===== src/rtl/regfile_dump_pkg.sv =====
// Shared state encoding and default sizing for the register-file dump engine.
package regfile_dump_pkg;

  localparam int REG_SIZE  = 32;
  localparam int ADDR_BITS = 5;

  typedef enum logic [1:0] {
    IDLE  = 2'd0,
    READ  = 2'd1,
    DRAIN = 2'd2,
    DONE  = 2'd3
  } dump_state_t;

endpackage


===== src/rtl/regfile_dump.sv =====
// Walks every register of an external file and streams (addr, data) beats on a valid/ready port.
// Stalled beats hold stable; REGDUMP_CHECKSUM_EN adds an XOR checksum of all accepted beats.
module regfile_dump
  import regfile_dump_pkg::*;
#(
  parameter int Reg_size  = REG_SIZE,
  parameter int Addr_bits = ADDR_BITS
) (
  input  logic                       clk,
  input  logic                       rst,
  input  logic                       start,
  output logic [Addr_bits-1:0]       A1,
  input  logic signed [Reg_size-1:0] RD1,
  output logic                       dump_valid,
  input  logic                       dump_ready,
  output logic [Addr_bits-1:0]       dump_addr,
  output logic signed [Reg_size-1:0] dump_data,
  output logic                       busy,
  output logic                       done
`ifdef REGDUMP_CHECKSUM_EN
  ,
  output logic [Reg_size-1:0]        checksum
`endif
);

  localparam logic [Addr_bits-1:0] LAST_ADDR = {Addr_bits{1'b1}};

  dump_state_t          state;
  dump_state_t          state_nxt;
  logic [Addr_bits-1:0] cnt;
  logic                 load;
  logic                 hs;

  // A new beat may be loaded when the output slot is empty or being drained this cycle.
  assign load = (state == READ) && (!dump_valid || dump_ready);
  assign hs   = dump_valid && dump_ready;
  assign A1   = cnt;

  always_ff @(posedge clk) begin
    if (rst) begin
      state <= IDLE;
    end else begin
      state <= state_nxt;
    end
  end

  always_comb begin
    state_nxt = state;
    unique case (state)
      IDLE:    if (start) state_nxt = READ;
      READ:    if (load && (cnt == LAST_ADDR)) state_nxt = DRAIN;
      DRAIN:   if (hs) state_nxt = DONE;
      DONE:    state_nxt = IDLE;
      default: state_nxt = IDLE;
    endcase
  end

  always_comb begin
    busy = 1'b0;
    done = 1'b0;
    case (state)
      READ, DRAIN: busy = 1'b1;
      DONE:        done = 1'b1;
      default:     ;
    endcase
  end

  // The counter wraps to 0 on loading the last address, so it is already clear in DRAIN/DONE.
  always_ff @(posedge clk) begin
    if (rst) begin
      cnt        <= '0;
      dump_valid <= 1'b0;
      dump_addr  <= '0;
      dump_data  <= '0;
    end else begin
      if (state == IDLE) begin
        cnt <= '0;
      end else if (load) begin
        cnt <= cnt + 1'b1;
      end

      if (load) begin
        dump_valid <= 1'b1;
        dump_addr  <= cnt;
        dump_data  <= RD1;
      end else if (hs) begin
        dump_valid <= 1'b0;
      end
    end
  end

`ifdef REGDUMP_CHECKSUM_EN
  always_ff @(posedge clk) begin
    if (rst) begin
      checksum <= '0;
    end else if ((state == IDLE) && start) begin
      checksum <= '0;
    end else if (hs) begin
      checksum <= checksum ^ dump_data;
    end
  end
`endif

endmodule


===== config.mk =====
export PLATFORM = sky130hd
export DESIGN_NAME = regfile_dump
export DESIGN_NICKNAME = d
export VERILOG_FILES = /design/src/rtl/regfile_dump_pkg.sv /design/src/rtl/regfile_dump.sv
export SDC_FILE = /design/constraint.sdc
export NUM_CORES = 1
export LEC_CHECK = 0
export CORE_MARGIN = 2
export CORE_UTILIZATION = 42
export CTS_BUF_LIST = sky130_fd_sc_hd__clkbuf_8
export DETAILED_ROUTE_END_ITERATION = 16
export GPL_TIMING_DRIVEN = 0
export PLACE_DENSITY_LB_ADDON = 0.12
export SLEW_MARGIN = 20
export SYNTH_ARGS = -nofsm -noshare
export SYNTH_HDL_FRONTEND = slang
export SYNTH_SLANG_ARGS = --single-unit

===== constraint.sdc =====
create_clock -name clk -period 1.72 [get_ports clk]
set_clock_uncertainty 0.15 [all_clocks]
set_input_delay 0.172 -clock clk [delete_from_list [all_inputs] [get_ports clk]]
set_output_delay 0.172 -clock clk [all_outputs]
set_load 0.02 [all_outputs]

==> out/metrics.cfg <==
[yosys]
synth_seq_cells = 45
ys_warn_count = 0
syn_area_um2 = 1730
ys_seq_area_frac = 0.521
syn_nets = 252
syn_avg_cell_area_um2 = 8.28
netlist_instances = 209
synth_cell_types = 23

[clock_network]
insertion_delay_ps = 300
post_cts_buffers = 0
tritoncts = done
clkSinkCount = 45
htree_levels = 2
clock-root-buffer = clkbuf_8
clk_pin_slew_ps = 80
cts_buffers = 5
cts_max_path_buffers = 2
cts-hold-fix-buffers = 0
cts_resized = 3

[critical_path]
ff2ff_path_depth = 4
r2r-start = state[0]
path_class = flip-flop to flip-flop
start_kind = flip-flop
path_cells = inv_1 > ha_2 > a22o_1 > o41ai_1
cp_max_fo = 6
crit_buf_inv = 1
cp-end-kind = flip-flop
cp_top_family = compound AO/OA/AOI/OAI gates
cp_data_required_time_ps = 1760
timing.rr.end = state[1]
crit_arrival_ps = 1710
cp_slowest_cell = dfxtp_1
cpPeakStageDelay_ps = 430
reg2reg_slack_ps = 50

[detailed_routing]
firstDrtPassIters = 4
ant_nets = 0
wl_per_cell_um = 11.7
drc = 0
routed_wl_um = 4060
routed_via_density = 4.69
num_vias = 1624
drtIter0Drc = 66

[cells_and_area]
area_growth_syn_to_layout_pct = 55.1
stdcell_count = 346
drive_gt1_frac = 0.0709
diodes = 0
layout.nets = 338

[power_and_ir_drop]
power_w = 0.00347
netSwitchingPower_w = 0.00128
p_leak_nw = 1.03
p_comb_frac = 0.436
clkPwrFrac = 0.179
seq_power_share = 0.385
powerDensity_nw_per_um2 = 1290
power_switching_share = 0.369
p_int_w = 0.00219
ir_worst_vdd_mv = 0.791

[sta]
grt_setup_unrepaired = true
drv_slew = 0
setup-tns-final_ps = 0
period_needed_ps = 1670
worst_pin_slew_ps = 464
maxSlewHeadroom = 0.691
period_share = 0.971
fmax_mhz = 599
final-setup-viol-count = 0
finalHoldViolations = 0

[grt]
grt_pass1_vias = 1304
antenna_found_initial = 0
grt_overflow = 0
grt_pass1_wl_um = 5940
grt_usage = 0.172
grt_max_degree = 14

[die]
design.portCount = 81
start_util = 0.436
design.die.area_um2 = 4650
fp-row-count = 23
coreArea_um2 = 3970
dieWidth_um = 68.2
fp.dieH_um = 68.2

[placement]
dp_cells = 338
dp_hpwl_um = 2870
gp_congestion = 0.784
io_buffer_count = 79

[worst_hold_path]
holdCritStartpoint = rst
min_to = dump_data[18]
hp-class = primary input to flip-flop
hold_path_depth = 2

[job]
cap_viol_max_count = 0

[outcome]
status = complete, no violations

## cell type report
cell class                 count  area [µm²]
fill                         367        1290
sequential                    45         901
timing repair buffer          79         790
multi-input combinational    146         751
buffer                        13        78.8
clock buffer                   5        68.8
tap                           50        62.6
inverter                       5        18.8
clock inverter                 3        13.8
## layout by cell type (no fill, tap or decap), types with 3 or more instances in the layout
cell,Yosys,final
nand2_1,75,75
clkdlybuf4s50_1,0,75
dfxtp_1,45,45
a21oi_1,39,38
inv_1,5,6
nor3_1,5,5
ha_1,7,5
clkbuf_8,0,5
buf_4,4,4
clkbuf_1,4,4
buf_2,3,3
nor2_1,3,3
## routing by layer
| metal | vias to the layer above | track usage | wire (µm) |
|---|---|---|---|
| met1 | 719 | 0.220 | 1930 |
| met5 | - | 0 | 0 |
| met3 | 7 | 0.0428 | 309 |
| li1 | 850 | - | - |
| met2 | 48 | 0.272 | 1760 |
| met4 | 0 | 0.0825 | 67 |
## cell usage after synthesis, drive strengths merged
| master | number | area [µm²] |
|---|---|---|
| nand2 | 76 | 288 |
| dfxtp | 45 | 901 |
| a21oi | 39 | 195 |
| buf | 9 | 63.8 |
| ha | 7 | 87.6 |
| inv | 5 | 18.8 |
| nor3 | 5 | 25.0 |
| clkbuf | 4 | 15.0 |
| nor2 | 3 | 11.3 |
| and3 | 2 | 12.5 |
| mux2i | 2 | 20.0 |
| nand3 | 2 | 10.0 |
| o21ai | 2 | 10.0 |
| o41ai | 2 | 17.5 |
| xor2 | 2 | 17.5 |
| a22o | 1 | 8.76 |
| and2 | 1 | 6.26 |
| nand2b | 1 | 13.8 |
| xnor2 | 1 | 8.76 |
## cells by family after synthesis
family	share of synthesized area
simple gates	0.212
flops	0.521
compound gates	0.134
buf+inv	0.0564
fa+ha+maj	0.0506
xor+xnor	0.0152
mux	0.0116
## how the worst max path moves through the flow
stage | depth (start not counted) | slack, ps | start | end
floorplan | 6 | 160 | A1[0] | state[1]
global placement | 7 | -5 | dump_ready | A1[1]
detailed placement | 7 | -2 | dump_ready | A1[1]
CTS | 1 | 8 | A1[2] | A1[2]
global route | 5 | -30 | state[0] | state[1]
finish | 4 | 50 | state[0] | state[1]
## power groups by stage
stage	registers, W	clock network (W)	logic [W]
after CTS	0.00134	0.000643	0.00152
after floorplan	0.00156	0	0.000702
after global routing	0.00136	0.000683	0.00165
after detailed placement	0.00136	0	0.00152
final	0.00134	0.000621	0.00151
after global placement	0.00135	0	0.00151
## flip-flops by register name, indices dropped and copies added (netlist names)
register	cells
dump_data	32
A1	5
dump_addr	5
state	2
dump_valid	1
## per-stage QoR
stage                     setup slack, ps  instance area (µm²)  hold slack (ps)   util
after floorplan                       157                 1730              158      -
after global placement              -5.01                 2580              292  0.651
after detailed placement            -1.87                 2580              295  0.651
after CTS                            8.46                 2670              112  0.671
after global routing                -34.2                 2680              145  0.676
final                                49.4                 2680              123  0.676
No activity file was read; power rests on OpenSTA's default activity.
